## src/rtl/factory_pkg.sv

```systemverilog
// Shared widths, dispatcher state encoding and width helpers for the machine-core dispatch slice.
package factory_pkg;

  localparam int DESC_WIDTH   = 140;
  localparam int RESULT_WIDTH = 4;
  localparam int TOTAL_WIDTH  = 16;

  typedef enum logic [1:0] {
    ST_IDLE,
    ST_HOLD,
    ST_DRAIN,
    ST_DONE
  } disp_state_e;

  // Index width that never collapses to zero bits, so single-entry ranges still get a port.
  function automatic int clog2_min1(input int n);
    return (n <= 2) ? 1 : $clog2(n);
  endfunction

  function automatic int count_width(input int n);
    return (n < 1) ? 1 : $clog2(n + 1);
  endfunction

endpackage

```

## src/rtl/rr_arbiter.sv

```systemverilog
// Round-robin picker: grants the first requesting lane at or above ptr, wrapping to lane 0.
module rr_arbiter #(
  parameter int N  = 2,
  parameter int IW = 1
) (
  input  logic [N-1:0]  req,
  input  logic [IW-1:0] ptr,
  output logic [N-1:0]  grant,
  output logic [IW-1:0] grant_idx,
  output logic          grant_valid
);

  always_comb begin
    grant       = '0;
    grant_idx   = '0;
    grant_valid = 1'b0;
    for (int i = 0; i < N; i++) begin
      if (!grant_valid && req[i] && (i >= int'(ptr))) begin
        grant_valid = 1'b1;
        grant[i]    = 1'b1;
        grant_idx   = IW'(i);
      end
    end
    // Second pass covers the wrap-around below the pointer.
    for (int i = 0; i < N; i++) begin
      if (!grant_valid && req[i]) begin
        grant_valid = 1'b1;
        grant[i]    = 1'b1;
        grant_idx   = IW'(i);
      end
    end
  end

endmodule

```

## src/rtl/machine_core_dispatcher.sv

```systemverilog
// Dispatches machine descriptors round-robin onto solver cores and accumulates their press counts.
// Define DISPATCHER_STATS_EN to build per-core start-to-result cycle statistics.
module machine_core_dispatcher #(
  parameter int CORE_COUNT    = 2,
  parameter int MACHINE_COUNT = 200,
  parameter int DESC_WIDTH    = factory_pkg::DESC_WIDTH,
  parameter int RESULT_WIDTH  = factory_pkg::RESULT_WIDTH,
  parameter int TOTAL_WIDTH   = factory_pkg::TOTAL_WIDTH,
  localparam int MACH_IW      = factory_pkg::clog2_min1(MACHINE_COUNT),
  localparam int CORE_IW      = factory_pkg::clog2_min1(CORE_COUNT)
) (
  input  logic                                 clk,
  input  logic                                 reset,
  input  logic                                 clear,
  input  logic                                 mach_in_valid,
  output logic                                 mach_in_ready,
  input  logic [DESC_WIDTH-1:0]                mach_in_data,
  input  logic [CORE_COUNT-1:0]                core_ready,
  output logic [CORE_COUNT-1:0]                core_start,
  output logic [DESC_WIDTH-1:0]                core_mach_data,
  input  logic [CORE_COUNT-1:0]                core_result_valid,
  input  logic [CORE_COUNT*RESULT_WIDTH-1:0]   core_result,
  output logic                                 tx_confirmed,
  output logic [MACH_IW-1:0]                   compute_mach,
  output logic [CORE_IW-1:0]                   core_index,
  output logic [TOTAL_WIDTH-1:0]               total_presses,
  output logic                                 total_presses_valid,
  output logic                                 total_overflow,
  output logic [31:0]                          stat_min,
  output logic [31:0]                          stat_max,
  output logic [31:0]                          stat_sum
);

  import factory_pkg::*;

  localparam int CNT_W = count_width(MACHINE_COUNT);
  localparam int SUM_W = TOTAL_WIDTH + RESULT_WIDTH + 4;
  localparam logic [TOTAL_WIDTH-1:0] TOTAL_MAX = '1;

  disp_state_e               state_q, state_d;
  logic [CORE_IW-1:0]        rr_ptr_q, rr_ptr_d;
  logic [CORE_COUNT-1:0]     busy_q, busy_d;
  logic [CNT_W-1:0]          disp_cnt_q, disp_cnt_d;
  logic [CNT_W-1:0]          res_cnt_q, res_cnt_d;
  logic [DESC_WIDTH-1:0]     desc_q, desc_d;
  logic [TOTAL_WIDTH-1:0]    total_q, total_d;
  logic                      ovf_q, ovf_d;
  logic                      total_valid_q, total_valid_d;

  logic [CORE_COUNT-1:0]     eligible;
  logic [CORE_COUNT-1:0]     grant;
  logic [CORE_COUNT-1:0]     counted;
  logic [CORE_IW-1:0]        grant_idx;
  logic                      grant_valid;
  logic                      dispatch;
  logic                      accept;
  logic [SUM_W-1:0]          batch_sum;
  logic [SUM_W-1:0]          wide_sum;
  logic [CNT_W-1:0]          batch_cnt;

  // A core whose result lands this cycle is still marked busy, so it cannot be re-granted yet.
  assign eligible = core_ready & ~busy_q;
  assign counted  = core_result_valid & busy_q;

  rr_arbiter #(
    .N  (CORE_COUNT),
    .IW (CORE_IW)
  ) u_rr_arbiter (
    .req         (eligible),
    .ptr         (rr_ptr_q),
    .grant       (grant),
    .grant_idx   (grant_idx),
    .grant_valid (grant_valid)
  );

  assign dispatch       = (state_q == ST_HOLD) && grant_valid;
  assign mach_in_ready  = (state_q == ST_IDLE) && (disp_cnt_q < CNT_W'(MACHINE_COUNT));
  assign accept         = mach_in_valid && mach_in_ready;

  assign core_start     = dispatch ? grant : '0;
  assign tx_confirmed   = dispatch;
  assign core_index     = dispatch ? grant_idx : '0;
  assign compute_mach   = dispatch ? disp_cnt_q[MACH_IW-1:0] : '0;
  assign core_mach_data = desc_q;

  assign total_presses       = total_q;
  assign total_presses_valid = total_valid_q;
  assign total_overflow      = ovf_q;

  always_comb begin
    state_d       = state_q;
    rr_ptr_d      = rr_ptr_q;
    disp_cnt_d    = disp_cnt_q;
    desc_d        = desc_q;
    total_valid_d = 1'b0;
    busy_d        = busy_q & ~counted;
    batch_sum     = '0;
    batch_cnt     = '0;

    for (int i = 0; i < CORE_COUNT; i++) begin
      if (counted[i]) begin
        batch_sum = batch_sum + SUM_W'(core_result[i*RESULT_WIDTH +: RESULT_WIDTH]);
        batch_cnt = batch_cnt + CNT_W'(1);
      end
    end

    wide_sum  = SUM_W'(total_q) + batch_sum;
    res_cnt_d = res_cnt_q + batch_cnt;
    if (wide_sum > SUM_W'(TOTAL_MAX)) begin
      total_d = TOTAL_MAX;
      ovf_d   = 1'b1;
    end else begin
      total_d = wide_sum[TOTAL_WIDTH-1:0];
      ovf_d   = ovf_q;
    end

    case (state_q)
      ST_IDLE: begin
        if (accept) begin
          desc_d  = mach_in_data;
          state_d = ST_HOLD;
        end
      end
      ST_HOLD: begin
        if (grant_valid) begin
          busy_d     = busy_d | grant;
          rr_ptr_d   = (int'(grant_idx) == CORE_COUNT - 1) ? '0 : grant_idx + CORE_IW'(1);
          disp_cnt_d = disp_cnt_q + CNT_W'(1);
          state_d    = (disp_cnt_q == CNT_W'(MACHINE_COUNT - 1)) ? ST_DRAIN : ST_IDLE;
        end
      end
      ST_DRAIN: begin
        if (res_cnt_q == CNT_W'(MACHINE_COUNT)) begin
          state_d       = ST_DONE;
          total_valid_d = 1'b1;
        end
      end
      default: begin
      end
    endcase
  end

  always_ff @(posedge clk) begin
    if (reset || clear) begin
      state_q       <= ST_IDLE;
      rr_ptr_q      <= '0;
      busy_q        <= '0;
      disp_cnt_q    <= '0;
      res_cnt_q     <= '0;
      desc_q        <= '0;
      total_q       <= '0;
      ovf_q         <= 1'b0;
      total_valid_q <= 1'b0;
    end else begin
      state_q       <= state_d;
      rr_ptr_q      <= rr_ptr_d;
      busy_q        <= busy_d;
      disp_cnt_q    <= disp_cnt_d;
      res_cnt_q     <= res_cnt_d;
      desc_q        <= desc_d;
      total_q       <= total_d;
      ovf_q         <= ovf_d;
      total_valid_q <= total_valid_d;
    end
  end

`ifdef DISPATCHER_STATS_EN
  logic [CORE_COUNT-1:0][31:0] lat_q, lat_d;
  logic [31:0] min_q, min_d, max_q, max_d, sum_q, sum_d;
  logic [31:0] sample;

  // Latency counts the start cycle and the result cycle, hence the +1 on sampling.
  always_comb begin
    lat_d  = lat_q;
    min_d  = min_q;
    max_d  = max_q;
    sum_d  = sum_q;
    sample = '0;
    for (int i = 0; i < CORE_COUNT; i++) begin
      if (core_start[i]) begin
        lat_d[i] = 32'd1;
      end else if (busy_q[i]) begin
        lat_d[i] = lat_q[i] + 32'd1;
      end
      if (counted[i]) begin
        sample = lat_q[i] + 32'd1;
        if (sample < min_d) min_d = sample;
        if (sample > max_d) max_d = sample;
        sum_d = sum_d + sample;
      end
    end
  end

  always_ff @(posedge clk) begin
    if (reset || clear) begin
      lat_q <= '0;
      min_q <= 32'hFFFF_FFFF;
      max_q <= '0;
      sum_q <= '0;
    end else begin
      lat_q <= lat_d;
      min_q <= min_d;
      max_q <= max_d;
      sum_q <= sum_d;
    end
  end

  assign stat_min = min_q;
  assign stat_max = max_q;
  assign stat_sum = sum_q;
`else
  assign stat_min = '0;
  assign stat_max = '0;
  assign stat_sum = '0;
`endif

endmodule

```

## config.mk

```make
export PLATFORM = sky130hd
export DESIGN_NAME = machine_core_dispatcher
export DESIGN_NICKNAME = d
export VERILOG_FILES = /design/src/rtl/factory_pkg.sv /design/src/rtl/rr_arbiter.sv /design/src/rtl/machine_core_dispatcher.sv
export SDC_FILE = /design/constraint.sdc
export NUM_CORES = 1
export LEC_CHECK = 0
export BUFFER_PORTS_ARGS = -buffer_cell sky130_fd_sc_hd__buf_4
export CAP_MARGIN = 20
export CORE_AREA = 2 2 166 168
export DETAILED_ROUTE_END_ITERATION = 8
export DIE_AREA = 0 0 168 170
export GPL_TIMING_DRIVEN = 0
export MAX_ROUTING_LAYER = met4
export PLACE_DENSITY = 0.6
export SLEW_MARGIN = 20
export SYNTH_ARGS = -nofsm -noshare
export SYNTH_HDL_FRONTEND = slang
export SYNTH_SLANG_ARGS = --single-unit
```

## constraint.sdc

```tcl
create_clock -name clk -period 4.2 [get_ports clk]
set_input_delay 0.21 -clock clk [delete_from_list [all_inputs] [get_ports clk]]
set_output_delay 0.21 -clock clk [all_outputs]
set_load 0.01 [all_outputs]
```

After elaboration in Yosys (flattened, before gate mapping)
Index checks and enable logic that the tools add are counted.
- bits in registers: 179
- output and inout port bits: 267
- word-level logic and storage cells: 75
- add/sub/neg operators: 6
- order comparisons: 3
- equal/unequal tests: 7
- multiplexer cells: 26
- bitwise operators: 7
- reduce and logical (&&, ||, !) cells: 17
- operators by type and width (cell ; number):
    adder 16 x 24 -> 24 bit ; 1
    adder 24 x 4 -> 24 bit ; 1
    > comparator 24 x 16 -> 1 bit, second input constant ; 1
    two-way mux 24 bit ; 1
    adder 8 x 1 -> 8 bit, second input constant ; 2
    == test 8 bit, second input constant ; 2
    two-way mux 16 bit ; 1
    two-way mux 8 bit ; 2
    two-way mux 2 bit ; 7
    two-way mux 1 bit ; 13
    adder 8 bit ; 1
    < comparator 8 bit, second input constant ; 1
    logical AND 1 bit ; 7
    bitwise AND 2 bit ; 3
    inequality test 2 bit, second input constant ; 3
    case mux 2 bit (3 select lines) ; 1
    two-way mux 4 bit ; 1
    inverter 2 bit ; 2
    AND reduction 2 bit ; 2
    AND reduction 4 bit ; 1
    zero test 1 bit ; 3
    nonzero test 3 bit ; 1
    == test 2 x 1 -> 1 bit, second input constant ; 1
    == test 2 bit, second input constant ; 1
    other kinds (7) ; 7

Longest topological paths before layout
- depth in word-level cells: 16
- mapped depth: 15
- gate-level depth less buffers: 14

Cells and area by module
Synthesis repeated with hierarchy kept, for this count alone.
- cell total of the unflattened synthesis: 966
- area total of the unflattened synthesis: 7805.0 sq um
- by module, submodules not included (module ; instances ; cells an instance ; area an instance (sq um) ; seq. area each (sq um)):
    machine_core_dispatcher ; 1 ; 961 ; 7772.5 ; 3583.4
    rr_arbiter ; 1 ; 5 ; 32.5 ; 0.0

Worst setup path after synthesis
OpenSTA, ideal clock, no wires.
- path type: register to register
- start point: register busy_q[0]
- end point: register total_q[15], in the netlist total_presses[15]
- setup time: 0.078 ns
- arrival: 2.782 ns
- required time: 4.122 ns
- slack: 1.340 ns
- stages on the path, launching flop included: 15
- path buffers: 0
- path through: dfxtp_1 and3_1 ha_1 inv_1 fa_1 inv_1 maj3_1 a21oi_1 nor2_1 ha_1 nand2_1 nor3b_1 o21ai_0 o21ba_2 nor3_1
- word-level cells in the longest chain between the ends: 7
- RTL lines (element ; RTL line ; text):
    start, declared ; machine_core_dispatcher.sv:42 ; logic [CORE_COUNT-1:0] busy_q, busy_d;
    start signal, assigned ; machine_core_dispatcher.sv:157 ; busy_q <= busy_d;
    bitwise AND 2 bit (*) ; machine_core_dispatcher.sv:63 ; assign counted = core_result_valid & busy_q;
    two-way mux 4 bit (*) ; machine_core_dispatcher.sv:101 ; if (counted[i]) begin
    adder 24 x 4 -> 24 bit ; machine_core_dispatcher.sv:102 ; batch_sum = batch_sum + SUM_W'(core_result[i*RESULT_WIDTH +: RESULT_WIDTH]);
    two-way mux 24 bit (*) ; machine_core_dispatcher.sv:101 ;
    adder 16 x 24 -> 24 bit (*) ; machine_core_dispatcher.sv:107 ; wide_sum = SUM_W'(total_q) + batch_sum;
    > comparator 24 x 16 -> 1 bit ; machine_core_dispatcher.sv:109 ; if (wide_sum > SUM_W'(TOTAL_MAX)) begin
    two-way mux 16 bit (*) ; machine_core_dispatcher.sv:109 ;
    end signal, assigned ; machine_core_dispatcher.sv:161 ; total_q <= total_d;
    end, declared ; machine_core_dispatcher.sv:46 ; logic [TOTAL_WIDTH-1:0] total_q, total_d;
Mark *: on every way between the ends. The rest lies on a longest branch, timed or not.
A chain may end at the register's enable or synchronous reset.

Worst setup path in the final report
Ends and elaborated chain as after synthesis.

==> results.yml <==
cts:
  clock_latency_ns: 0.43
  cts_resized: 0
  cts.clk_slew.worst_paths_ns: 0.08
  htreeDepth: 4
  post-cts-setup-buffers: 0
  root_buffer: "clkbuf_16"
  cts_made_buffers: 17
  clkSinkCount: 179
  max-clock-path-buffers: 2
  tritoncts: "done"
hold_path:
  hold_path_end: "core_mach_data[101]"
  hold_start: "mach_in_data[101]"
  hold_depth: 3
  hold_path_class: "input port to register"
routing:
  firstDrtPassIters: 5
  met3WireLength_um: 1510
  top_layer: "met4"
  routed_wl_um: 24000
  drtAntennaViolNets: 0
  drt_iter0_markers: 344
  wl_met1_um: 10100
  wl_met2_um: 12200
  drc_errors: 0
  vias: 7347
  vias_per_cell: 4.18
  post_drt_wl_per_cell_um: 13.6
synthesis:
  yosys-top-cells-area: "dfxtp_1 (46%), nand2_1 (15%), a21oi_1 (11%), buf_4 (9.5%), ha_1 (2.6%)"
  yosysUniqueCellTypes: 47
  netlist_area_um2: 7760
  yosys_warnings: 0
  synth_common_cells: "nand2_1 (300), dfxtp_1 (179), a21oi_1 (164)"
  synth_top_area_frac: 0.462
  synth_edf_count: 0
  yosysMostFrequentCell: "nand2_1"
  avgSynthCellArea_um2: 8.05
  synth_top_area_cell: "dfxtp_1"
  synth_top_flop_cell: "dfxtp_1"
  async_flop_share: 0
  syn_inst: 964
  ys_ff_latch: 179
  ys_seq_area_frac: 0.462
worst_setup_path:
  slowest_stage: "nor3b_1"
  path_cells: "and3_1 > ha_1 > inv_1 > fa_1 > inv_1 > maj3_1 > a21oi_1 > nor2_1 > ha_1 > nand2_1 > nor3b_1 > o21ai_0 > o21ba_2 > nor3_1"
  slowest_delay_ns: 0.51
  arrival_ns: 3.67
  path_max_fanout: 7
  ff2ff_setup_slack_ns: 0.87
  crit_required_ns: 4.54
  r2r-start: "busy_q[0]"
  ff2ff_path_depth: 14
  end_kind: "register"
  worstSetupStartpointType: "register"
  path_class: "register to register"
  crit_family: "adder cells"
  cp_num_buf_inv: 2
  r2r_end: "total_presses[15]"
global_route:
  antenna_found_initial: 0
  grt_pass1_vias: 6523
  grt_max_degree: 20
  grt_overflow: 0
  grt_pass1_wl_um: 35700
  grt_util_all_layers: 0.163
finish:
  area_growth_pct: 49.7
  drive_gt1_frac: 0.339
  fin_area_um2: 11600
  antenna_cells: 0
  layout.nets: 1580
sta:
  timing.hold.ws_ns: 0.0205
  fin_skew_ns: 0.0150
  hold_violations: 0
  slew_violations: 0
  fmax_mhz: 301
  post-route-period-util: 0.792
  fin_crit_ns: 3.33
  rsz0062_at_grt: "false"
  fin_tns_setup_ns: 0
  setup_viol: 0
  worst_slew_pin_slew_ns: 0.707
  max-slew-margin-rel: 0.529
power_and_ir_drop:
  vdd_drop_max_v: 0.000183
  power_density_nw_per_um2: 343
  p_leak_nw: 5.44
die:
  num_io_pins: 423
  coreArea_um2: 26700
  start_util: 0.291
  die_x_um: 168
  row_count: 60
  die_y_um: 170
  dieArea_um2: 28600
placed_design:
  place_congestion: 0.791
  hpwl_um: 18600
  place_area_um2: 11000
  port_buffers: 326
flow_run:
  maxCapViolations: 0
run_status:
  status: "completed"
==> flip-flops by register name (all words and copies together) (netlist names) <==
| register | count |
|---|---|
| core_mach_data | 140 |
| total_presses | 16 |
| disp_cnt_q | 8 |
| res_cnt_q | 8 |
| busy_q | 2 |
| state_q | 2 |
| rr_ptr_q | 1 |
| total_overflow | 1 |
| total_presses_valid | 1 |
==> where the power goes <==
group | switching [W] | leakage (nW) | internal, W | total (W)
clock network | 0.000783 | 0.293 | 0.000859 | 0.00164
registers | 0.0000253 | 1.45 | 0.00174 | 0.00177
logic | 0.000290 | 3.70 | 0.000281 | 0.000570
total | 0.00110 | 5.44 | 0.00288 | 0.00398
==> worst min-delay path, cell delays in order <==
cell and delay [ns]:
buf_4 0.11, nand2_1 0.04, a21oi_1 0.05
==> worst max path at each step <==
stage	from	end	slack (ns)	cells after the start
floorplan	busy_q[0]	total_presses[15]	1.34	14
global placement	busy_q[0]	total_presses[15]	0.90	12
detailed placement	busy_q[0]	total_presses[15]	0.92	14
CTS	busy_q[0]	total_presses[15]	0.85	14
global route	busy_q[0]	total_presses[15]	0.52	12
finish	busy_q[0]	total_presses[15]	0.87	14
==> cells by family after synthesis <==
logic type / Yosys count / synth area share
AO/OA/AOI/OAI: 190 / 0.131
XOR/XNOR: 22 / 0.0248
adder cells (fa/ha/maj): 20 / 0.0348
buffers and inverters: 168 / 0.140
flip-flops: 179 / 0.462
multiplexers: 3 / 0.00403
other: 1 / 0.000483
AND/OR/NAND/NOR: 381 / 0.203
==> what timing repair did <==
item | 4_1_cts | 5_1_grt
endpoints found under the hold margin | 0 | 1
hold buffers | 0 | 1
endpoints found under the setup margin | 0 | 0
==> cells in the final DEF, fill, tap and decap left out, drive strengths merged, types with 2 or more instances in the layout <==
| cell type | synthesis | layout |
|---|---|---|
| or3 | 4 | 4 |
| xor2 | 18 | 18 |
| dfxtp | 179 | 179 |
| clkinv | 0 | 7 |
| a21oi | 164 | 164 |
| o21a | 2 | 2 |
| xnor2 | 4 | 4 |
| ha | 16 | 16 |
| buf | 117 | 443 |
| o21ai | 9 | 9 |
| inv | 17 | 22 |
| nand2 | 300 | 300 |
| nor2 | 25 | 25 |
| mux2i | 2 | 2 |
| nor3 | 5 | 5 |
| and2 | 12 | 12 |
| nand4 | 6 | 6 |
| fa | 3 | 3 |
| o211ai | 2 | 2 |
| and3 | 10 | 10 |
| o31ai | 2 | 2 |
| a221o | 2 | 2 |
| a211oi | 2 | 2 |
| clkbuf | 34 | 51 |
| nor2b | 6 | 6 |
| nand3 | 8 | 8 |
| clkinvlp | 0 | 2 |
| conb | 1 | 96 |
==> per-layer routing <==
metal | track usage | vias to the layer above
met5 | - | -
met4 | 0.0382 | 0
met3 | 0.0379 | 12
met2 | 0.282 | 231
met1 | 0.194 | 3294
li1 | - | 3810
==> metrics by stage <==
step,utilization,worst slack [ns],instances,total power [W]
6_report,0.436,0.872,1759,0.00398
2_1_floorplan,-,1.34,1059,0.00212
4_1_cts,0.436,0.846,1758,0.00404
3_3_place_gp,0.412,0.895,1726,0.00238
3_5_place_dp,0.412,0.923,1726,0.00238
5_1_grt,0.436,0.519,1759,0.00417
==> area by class of cell <==
type,instances,area [um^2]
Sequential cell,179,3580
Buffer,151,1020
Timing Repair Buffer,327,2460
Clock inverter,15,190
Clock buffer,17,425
Fill cell,2747,15000
Tap cell,341,427
Inverter,17,63.8
Multi-Input combinational cell,712,3450
Power figures use the tool's default switching activity.
